--- src/rtl/weight_stream_packer_if.sv ---
// Lane-packed weight byte stream (valid/ready) between the DMA/loader and the packer.
// Master drives data/valid/last, slave returns ready.
interface weight_stream_packer_if #(
  parameter int DATA_WIDTH = 8,
  parameter int IN_BYTES   = 8
);
  logic [IN_BYTES*DATA_WIDTH-1:0] s_data;
  logic                           s_valid;
  logic                           s_ready;
  logic                           s_last;

  modport master (output s_data, output s_valid, output s_last, input s_ready);
  modport slave  (input s_data, input s_valid, input s_last, output s_ready);
endinterface

--- src/rtl/weight_stream_packer.sv ---
// Assembles a lane-packed byte stream into Wh x Ww weight words for the PE weight buffer.
// Optional framing check on s_last is enabled by defining WSP_ERR_CHECK_EN.
//
// state | meaning
// IDLE  | waiting for start, stream not accepted
// FILL  | accepting beats of the current word
// WRITE | word complete, strobing wren once the buffer is not full
// DONE  | one-cycle completion pulse, then back to IDLE
module weight_stream_packer #(
  parameter int DATA_WIDTH = 8,
  parameter int Wh         = 2,
  parameter int Ww         = 29,
  parameter int IN_BYTES   = 8,
  parameter int CNT_W      = 16
) (
  input  logic                           clk,
  input  logic                           rst,
  input  logic                           start,
  input  logic [CNT_W-1:0]               num_words,
  output logic                           busy,
  output logic                           done,
  weight_stream_packer_if.slave          s,
  output logic [Wh*Ww*DATA_WIDTH-1:0]    weight_buffer_din,
  output logic                           weight_buffer_wren,
  input  logic                           weight_buffer_full,
  output logic                           err
);

  localparam int TOTAL  = Wh * Ww;
  localparam int BEATS  = (TOTAL + IN_BYTES - 1) / IN_BYTES;
  localparam int BEAT_W = (BEATS > 1) ? $clog2(BEATS) : 1;
  localparam logic [BEAT_W-1:0] LAST_BEAT = BEAT_W'(BEATS - 1);

  typedef enum logic [1:0] {
    IDLE  = 2'd0,
    FILL  = 2'd1,
    WRITE = 2'd2,
    DONE  = 2'd3
  } state_t;

  state_t                       state, next_state;
  logic [BEAT_W-1:0]            beat_cnt;
  logic [CNT_W-1:0]             word_cnt;
  logic [CNT_W-1:0]             num_words_q;
  logic [TOTAL*DATA_WIDTH-1:0]  din_q, din_next;
  logic                         load_start;
  logic                         hs;
  logic                         last_word;

  assign last_word = (word_cnt == num_words_q - CNT_W'(1));

  always_ff @(posedge clk) begin
    if (rst) state <= IDLE;
    else     state <= next_state;
  end

  always_comb begin
    next_state         = state;
    busy               = 1'b0;
    done               = 1'b0;
    s.s_ready          = 1'b0;
    weight_buffer_wren = 1'b0;
    load_start         = 1'b0;
    hs                 = 1'b0;
    case (state)
      IDLE: begin
        if (start) begin
          load_start = 1'b1;
          next_state = (num_words == '0) ? DONE : FILL;
        end
      end
      FILL: begin
        busy      = 1'b1;
        s.s_ready = 1'b1;
        if (s.s_valid) begin
          hs = 1'b1;
          if (beat_cnt == LAST_BEAT) next_state = WRITE;
        end
      end
      WRITE: begin
        busy = 1'b1;
        if (!weight_buffer_full) begin
          weight_buffer_wren = 1'b1;
          next_state         = last_word ? DONE : FILL;
        end
      end
      DONE: begin
        busy       = 1'b1;
        done       = 1'b1;
        next_state = IDLE;
      end
      default: next_state = IDLE;
    endcase
  end

  // Every element position maps to exactly one (beat, lane); lanes past TOTAL on the
  // final beat have no position and are dropped. Untouched positions keep old values.
  always_comb begin
    din_next = din_q;
    for (int i = 0; i < TOTAL; i++) begin
      if (beat_cnt == BEAT_W'(i / IN_BYTES))
        din_next[i*DATA_WIDTH +: DATA_WIDTH] = s.s_data[(i % IN_BYTES)*DATA_WIDTH +: DATA_WIDTH];
    end
  end

  always_ff @(posedge clk) begin
    if (rst) begin
      beat_cnt    <= '0;
      word_cnt    <= '0;
      num_words_q <= '0;
      din_q       <= '0;
    end else begin
      if (load_start) begin
        num_words_q <= num_words;
        beat_cnt    <= '0;
        word_cnt    <= '0;
      end
      if (hs) begin
        din_q    <= din_next;
        beat_cnt <= (beat_cnt == LAST_BEAT) ? '0 : beat_cnt + BEAT_W'(1);
      end
      if (weight_buffer_wren) word_cnt <= word_cnt + CNT_W'(1);
    end
  end

  assign weight_buffer_din = din_q;

`ifdef WSP_ERR_CHECK_EN
  logic err_q;
  logic final_beat;

  // s_last must coincide exactly with the last beat of the last word.
  assign final_beat = (beat_cnt == LAST_BEAT) && last_word;

  always_ff @(posedge clk) begin
    if (rst)                              err_q <= 1'b0;
    else if (hs && (s.s_last != final_beat)) err_q <= 1'b1;
  end

  assign err = err_q;
`else
  logic unused_last;
  assign unused_last = s.s_last;
  assign err         = 1'b0;
`endif

endmodule
--- src/flat_wrapper.sv ---
// flat-port wrapper written by rule: the top's interface ports become plain ports
module weight_stream_packer_flat 
#(
  parameter int DATA_WIDTH = 8,
  parameter int Wh         = 2,
  parameter int Ww         = 29,
  parameter int IN_BYTES   = 8,
  parameter int CNT_W      = 16
)
  (clk, rst, start, num_words, busy, done, weight_buffer_din, weight_buffer_wren, weight_buffer_full, err, s_s_data, s_s_valid, s_s_last, s_s_ready);
  weight_stream_packer_if #(.DATA_WIDTH(DATA_WIDTH), .IN_BYTES(IN_BYTES)) s_i ();
  input  logic clk;
  input  logic rst;
  input  logic start;
  input  logic [CNT_W-1:0] num_words;
  output logic busy;
  output logic done;
  output logic [Wh*Ww*DATA_WIDTH-1:0] weight_buffer_din;
  output logic weight_buffer_wren;
  input  logic weight_buffer_full;
  output logic err;
  input wire logic [$bits(s_i.s_data)-1:0] s_s_data;
  input wire logic [$bits(s_i.s_valid)-1:0] s_s_valid;
  input wire logic [$bits(s_i.s_last)-1:0] s_s_last;
  output wire logic [$bits(s_i.s_ready)-1:0] s_s_ready;
  assign s_i.s_data = s_s_data;
  assign s_i.s_valid = s_s_valid;
  assign s_i.s_last = s_s_last;
  assign s_s_ready = s_i.s_ready;
  weight_stream_packer #(.DATA_WIDTH(DATA_WIDTH), .Wh(Wh), .Ww(Ww), .IN_BYTES(IN_BYTES), .CNT_W(CNT_W)) u_core (.clk(clk), .rst(rst), .start(start), .num_words(num_words), .busy(busy), .done(done), .s(s_i), .weight_buffer_din(weight_buffer_din), .weight_buffer_wren(weight_buffer_wren), .weight_buffer_full(weight_buffer_full), .err(err));
endmodule
--- config.mk ---
export PLATFORM = sky130hd
export DESIGN_NAME = weight_stream_packer_flat
export DESIGN_NICKNAME = d
export VERILOG_FILES = /design/src/rtl/weight_stream_packer_if.sv /design/src/rtl/weight_stream_packer.sv /design/src/flat_wrapper.sv
export SDC_FILE = /design/constraint.sdc
export NUM_CORES = 1
export LEC_CHECK = 0
export BUFFER_PORTS_ARGS = -buffer_cell sky130_fd_sc_hd__buf_2
export CAP_MARGIN = 0
export CORE_AREA = 2 2 216 218
export CTS_CLUSTER_SIZE = 28
export DETAILED_ROUTE_END_ITERATION = 10
export DIE_AREA = 0 0 218 220
export PLACE_DENSITY = 0.68
export SYNTH_ARGS = -nofsm -noshare
export SYNTH_HDL_FRONTEND = slang
export SYNTH_SLANG_ARGS = --single-unit
--- constraint.sdc ---
create_clock -name clk -period 2.5 [get_ports clk]
set_input_delay 0.5 -clock clk [delete_from_list [all_inputs] [get_ports clk]]
set_output_delay 0.5 -clock clk [all_outputs]
set_load 0.05 [all_outputs]
==> impl_metrics.py, run 1 <==
metrics = {
    "placed_design": {
        "gp_congestion": 0.8808,
        "postPlaceCellArea_sq_um": 21410,
        "dp_hpwl_um": 42690,
        "portBuffers": 552,
    },
    "min_path": {
        "min_path_cells": 3,
        "hold_path.class": "input port to flop",
    },
    "clocking": {
        "cts_buffers": 51,
        "clock_sinks": 501,
        "root_buffer": "clkbuf_16",
        "clk_latency_ps": 600,
        "cts.path.max_buffers": 3,
        "cts_tree": "yes",
        "path_clk_slew_ps": 60,
        "htreeDepth": 2,
    },
    "timing": {
        "post-route-min-period_ps": 2384,
        "relSlewSlack": 0.4591,
        "slew_viol_final": 0,
        "tightest_slew_ps": 811.4,
        "setup_viol": 0,
        "hold_viol": 0,
        "clock.fmax_mhz": 419.5,
        "fin_hold_ws_ps": 167.0,
        "fin_crit_sh": 0.9534,
        "finalClockSkew_ps": 20.89,
        "setup_tns_ps": 0,
        "grt_setup_unrepaired": "no",
    },
    "yosys": {
        "async_reset_ff_frac": 0,
        "synth_top_area_frac": 0.5536,
        "yosysTopAreaCell": "dfxtp_1",
        "synthFlopType": "dfxtp_1",
        "ys_ff_latch": 501,
        "syn_avg_cell_area_sq_um": 7.773,
        "yosysSeqAreaShare": 0.5536,
        "synth_area_sq_um": 18120,
        "synth_nets": 2425,
        "synth_top_cells_by_count": "nand2_1, dfxtp_1, a21oi_1",
        "synth_warnings": 0,
        "synth_edf_count": 0,
        "ys_types": 51,
        "yosysMostFrequentCell": "nand2_1",
        "synth_area_leaders": "dfxtp_1, nand2_1, a21oi_1",
        "synth_cells": 2331,
    },
    "grt": {
        "use_met1": 0.3034,
        "use_met3": 0.06694,
        "grt_pass1_wl_um": 94040,
        "use_met2": 0.4331,
        "busiest_layer": "met2",
        "grt_max_degree": 174,
        "grt_overflow": 0,
        "grt_antenna_before_repair": 0,
        "track_usage": 0.2527,
        "grt_pass1_vias": 16240,
    },
    "detailed_routing": {
        "vias": 17730,
        "wl_per_cell_um": 18.73,
        "drtAntennaViolNets": 0,
        "drtIter0Drc": 1511,
        "drt_first_pass_iters": 5,
        "drc_errors": 0,
        "via_per_inst": 5.157,
        "drt-total-wl_um": 64410,
    },
    "floorplan": {
        "initial_core_util": 0.3951,
        "core_area_sq_um": 45860,
        "die_area_sq_um": 47960,
        "pin_count": 555,
        "die_w_um": 218,
        "die_h_um": 220,
        "std_cell_rows": 79,
    },
    "setup_path": {
        "worstSetupEndpointType": "primary output",
        "cp_max_fo": 9,
        "start_kind": "flop",
        "crit_type": "flop to primary output",
        "worstPathRequired_ps": 2000,
        "reg2reg_depth": 6,
        "worstPathArrival_ps": 1880,
    },
    "outcome": {
        "outcome": "finished clean",
    },
    "cells_and_area": {
        "fin_util": 0.5063,
        "fin_area_sq_um": 23220,
        "nets": 2886,
        "areaGrowthSynthToFinish_pct": 28.17,
        "final_layout_size_suffix_gt1_frac": 0.2458,
        "n_antenna_cell": 0,
    },
    "power": {
        "leakagePower_nw": 9.593,
        "power.density_nw_per_um2": 745.6,
        "ir_drop_uv": 533.5,
    },
    "job": {
        "maxCapViolCount": 0,
    },
}
[through the flow]
step	setup slack, ps	total power, mW	instances
final	116.4	17.31	3439
after global routing	40.02	17.82	3439
after CTS	97.78	17.41	3439
after detailed placement	292.0	9.450	3346
after global placement	341.1	9.426	3346
after floorplan	424.4	9.030	2331
[power by group]
group / internal (mW) / switching (mW)
Combinational: 0.287 / 0.862
Clock: 4.80 / 3.23
Sequential: 8.07 / 0.0704
[cell type report]
cell class / instances / area, sq um
Clock inverter: 16 / 216.5
Timing Repair Buffer: 587 / 3213
Tap cell: 607 / 759.5
Multi-Input combinational cell: 1638 / 7365
Clock buffer: 77 / 1585
Inverter: 13 / 53.80
Sequential cell: 501 / 10030
Fill cell: 4346 / 22640
[state kept, by name (all words and copies together) (netlist names)]
signal,count
u_core.word_cnt,16
u_core.weight_buffer_din,464
u_core.num_words_q,16
u_core.beat_cnt,3
u_core.state,2
[cells by family (layout without fill, tap and decap cells)]
kind of cell / count (synthesis) / after routing / synth area share
multiplexers: 9 / 9 / 0.005248
AND/OR/NAND/NOR: 1084 / 1084 / 0.2360
other: 1 / 1 / 0.0002070
XOR/XNOR: 20 / 20 / 0.01008
buffers and inverters: 192 / 693 / 0.04357
AO/OA/AOI/OAI: 516 / 516 / 0.1458
adder cells (fa/ha/maj): 8 / 8 / 0.005525
flip-flops: 501 / 501 / 0.5536
[cells in the final DEF (no fill, tap or decap), drive strengths merged, types with 2 or more instances in the layout]
cell type  netlist  layout
o211ai           2       2
mux2             4       4
nor4             5       5
nor2            31      31
xnor2           13      13
clkinv           0       7
nand2          983     983
nand4            6       6
or2              2       2
nand2b           3       3
a211oi           3       3
a21oi          496     496
and2             3       3
nand3           16      16
xor2             7       7
o21ai            4       4
bufinv           0       4
or3              5       5
and3            12      12
ha               8       8
nor3             6       6
dfxtp          501     501
inv             13      15
nand4b           3       3
clkinvlp         0       3
clkbuf         127      77
nand3b           4       4
buf             52     587
o41ai            3       3
mux2i            5       5
[critical path, cell delays in order, from the launching register on]
cell and delay, ps:
dfxtp_1 400, inv_1 100, or3_4 460, inv_6 120, buf_4 210
[timing repair]
action | 4_1_cts | 5_1_grt
hold buffers | 0 | 0
setup endpoints to repair | 1 | 0
setup buffers | 0 | 0
gates resized for setup | 2 | 0
[layer usage]
layer / wire length, um / part of all wire
met3: 5915 / 0.092
met4: 2060 / 0.032
met1: 25270 / 0.39
met5: 0 / 0
met2: 31170 / 0.48
[worst paths after layout]
path	endpoint	slack, ps	from
worst max-delay path	weight_buffer_wren	120	u_core.state[1]$_SDFFE_PP0P_
worst min-delay path	u_core.num_words_q[5]$_SDFFE_PP0P_	170	num_words[5]
worst max register to register	u_core.weight_buffer_din[301]$_SDFFE_PP0P_	240	u_core.state[0]$_SDFFE_PP0P_
worst min register to register	u_core.weight_buffer_din[86]$_SDFFE_PP0P_	450	u_core.weight_buffer_din[86]$_SDFFE_PP0P_
(Power assumes the default switching activity.)
==> run 2, diff against run 1 <==
--- a/config.mk
+++ b/config.mk
@@ -12,6 +12,7 @@
 export DETAILED_ROUTE_END_ITERATION = 10
 export DIE_AREA = 0 0 218 220
 export PLACE_DENSITY = 0.68
+export SETUP_SLACK_MARGIN = 0.2
 export SYNTH_ARGS = -nofsm -noshare
 export SYNTH_HDL_FRONTEND = slang
 export SYNTH_SLANG_ARGS = --single-unit
==> run 2 against run 1 <==
- sequential share of layout area is essentially flat
- flip-flop and latch count unchanged
- combinational power is essentially flat
- cell area is essentially flat
- global-route usage is essentially flat
- largest cell class unchanged
- largest power group unchanged
- highest routed layer unchanged
==> impl_metrics.py, run 2 (synthesis gave the netlist of run 1 again) <==
metrics = {
    "cells_and_area": {
        "areaGrowthSynthToFinish_pct": 28.22,
        "largest_register_ffs": 464,
        "fill_cells": 4344,
        "final_common_cell": "nand2_1",
        "nets": 2886,
        "final_cells": 3439,
        "n_antenna_cell": 0,
        "final_layout_size_suffix_gt1_frac": 0.2465,
        "mostFrequentLayoutCells": "nand2_1, buf_2, dfxtp_1, a21oi_1, clkbuf_16",
    },
    "grt": {
        "grt_pass1_wl_um": 94030,
        "grt_pass1_vias": 16240,
        "grt_overflow": 0,
        "grt_antenna_before_repair": 0,
        "grt_max_degree": 174,
        "track_usage": 0.2526,
    },
    "floorplan": {
        "core_area_sq_um": 45860,
        "initial_core_util": 0.3951,
        "die_area_sq_um": 47960,
        "std_cell_rows": 79,
        "die_h_um": 220,
        "pin_count": 555,
        "die_w_um": 218,
    },
    "clocking": {
        "cts_buffers": 51,
        "root_buffer": "clkbuf_16",
        "cts.path.max_buffers": 3,
        "clock_sinks": 501,
        "hold_buffers": 0,
        "clk_latency_ps": 600,
        "path_clk_slew_ps": 60,
        "post_cts_buffers": 0,
        "cts_tree": "yes",
        "htreeDepth": 2,
    },
    "setup_path": {
        "crit_type": "flop to primary output",
        "rr_endpoint": "u_core.state[1]$_SDFFE_PP0P_",
        "path_cells": "inv_1 -> or3_4 -> inv_6 -> buf_8",
        "worstPathArrival_ps": 1720,
        "max_stage_delay_ps": 400,
        "crit_family": "simple AND/OR/NAND/NOR gates",
        "worstPathRequired_ps": 2000,
        "slowest_stage": "or3_4",
        "cp_max_fo": 9,
        "ff2ff_setup_slack_ps": 350,
        "start_kind": "flop",
        "worstSetupEndpointType": "primary output",
        "cp-startpoint": "u_core.state[1]$_SDFFE_PP0P_",
        "reg2reg_depth": 8,
        "path_buf_inv": 3,
        "r2r-start": "u_core.num_words_q[0]$_SDFFE_PP0P_",
    },
    "detailed_routing": {
        "drt-total-wl_um": 64450,
        "vias": 17840,
        "drt_first_pass_iters": 7,
        "drtAntennaViolNets": 0,
        "drtIter0Drc": 1432,
        "wl_per_cell_um": 18.74,
        "drc_errors": 0,
        "via_per_inst": 5.188,
    },
    "placed_design": {
        "dp.cells": 3346,
        "portBuffers": 552,
        "dp_hpwl_um": 42690,
        "gp_congestion": 0.8808,
    },
    "power": {
        "p_seq_frac": 0.470,
        "power.switching_mw": 4.157,
        "ir_drop_uv": 533.4,
        "p_clk_frac": 0.463,
        "internal-power_mw": 13.15,
        "combPwrFrac": 0.066,
        "swShare": 0.2402,
        "leakagePower_nw": 9.597,
        "power.density_nw_per_um2": 745.1,
    },
    "timing": {
        "setup_tns_ps": 0,
        "relSlewSlack": 0.4706,
        "fin_crit_sh": 0.8888,
        "finalClockSkew_ps": 16.75,
        "grt_setup_unrepaired": "no",
        "hold_viol": 0,
        "post-route-min-period_ps": 2222,
        "slew_viol_final": 0,
        "setup_viol": 0,
        "tightest_slew_ps": 794.1,
        "clock.fmax_mhz": 450.1,
    },
    "min_path": {
        "min_path_cells": 3,
        "min-delay-start": "num_words[5]",
        "whs_endpoint": "u_core.num_words_q[5]$_SDFFE_PP0P_",
        "hold_path.class": "input port to flop",
    },
    "job": {
        "maxCapViolCount": 0,
    },
    "outcome": {
        "outcome": "finished clean",
    },
}
## run 2: how the worst max path moves through the flow
stage | endpoint | slack [ps] | cells past startpoint
floorplan | u_core.weight_buffer_din[316]$_SDFFE_PP0P_ | 420 | 8
global placement | u_core.state[1]$_SDFFE_PP0P_ | 340 | 8
detailed placement | u_core.weight_buffer_din[363]$_SDFFE_PP0P_ | 290 | 6
CTS | weight_buffer_wren | 210 | 4
global route | u_core.state[1]$_SDFFE_PP0P_ | 220 | 8
finish | weight_buffer_wren | 280 | 4
## run 2: cell type report
type	instances	area, sq um	share of cell area
Multi-Input combinational cell	1638	7366	0.3171
Inverter	13	53.80	0.002316
Timing Repair Buffer	587	3221	0.1386
Clock inverter	16	216.5	0.009317
Tap cell	607	759.5	0.03269
Sequential cell	501	10030	0.4318
Clock buffer	77	1585	0.06824
## run 2: worst min-delay path: stages
cell,delay (ps)
buf_2,100
nand2_1,50
a21oi_1,50
## run 2: timing repair
item / CTS / global route
resized for setup: 5 / 1
endpoints found under the setup margin: 1 / 191
pin swaps: 0 / 1
## run 2: per-stage QoR
stage / worst slack, ps / hold slack, ps / cell area, sq um / utilization / power [mW]
final: 278.1 / 162.1 / 23230 / 0.5065 / 17.31
after global routing: 221.4 / 147.4 / 23230 / 0.5065 / 17.82
after detailed placement: 292.0 / 443.4 / 21410 / 0.4669 / 9.450
after global placement: 341.1 / 438.0 / 21410 / 0.4669 / 9.426
after CTS: 208.7 / 132.4 / 23230 / 0.5065 / 17.41
after floorplan: 424.4 / 448.8 / 18120 / - / 9.030
## run 2: layer usage
layer  track usage  up-vias  wire length, um
met5             0        -                0
met4       0.09342        0             2107
met3       0.06694      135             6093
met2        0.4331      817            31130
met1        0.3033     8432            25120
li1              -     8457                -
## run 2: power groups by stage
stage               Clock, mW  Combinational [mW]  Sequential, mW
floorplan                   0               0.529            8.50
global placement            0                1.12            8.31
detailed placement          0                1.14            8.31
CTS                      8.13                1.14            8.14
global route             8.45                1.23            8.14
finish                   8.02                1.15            8.14
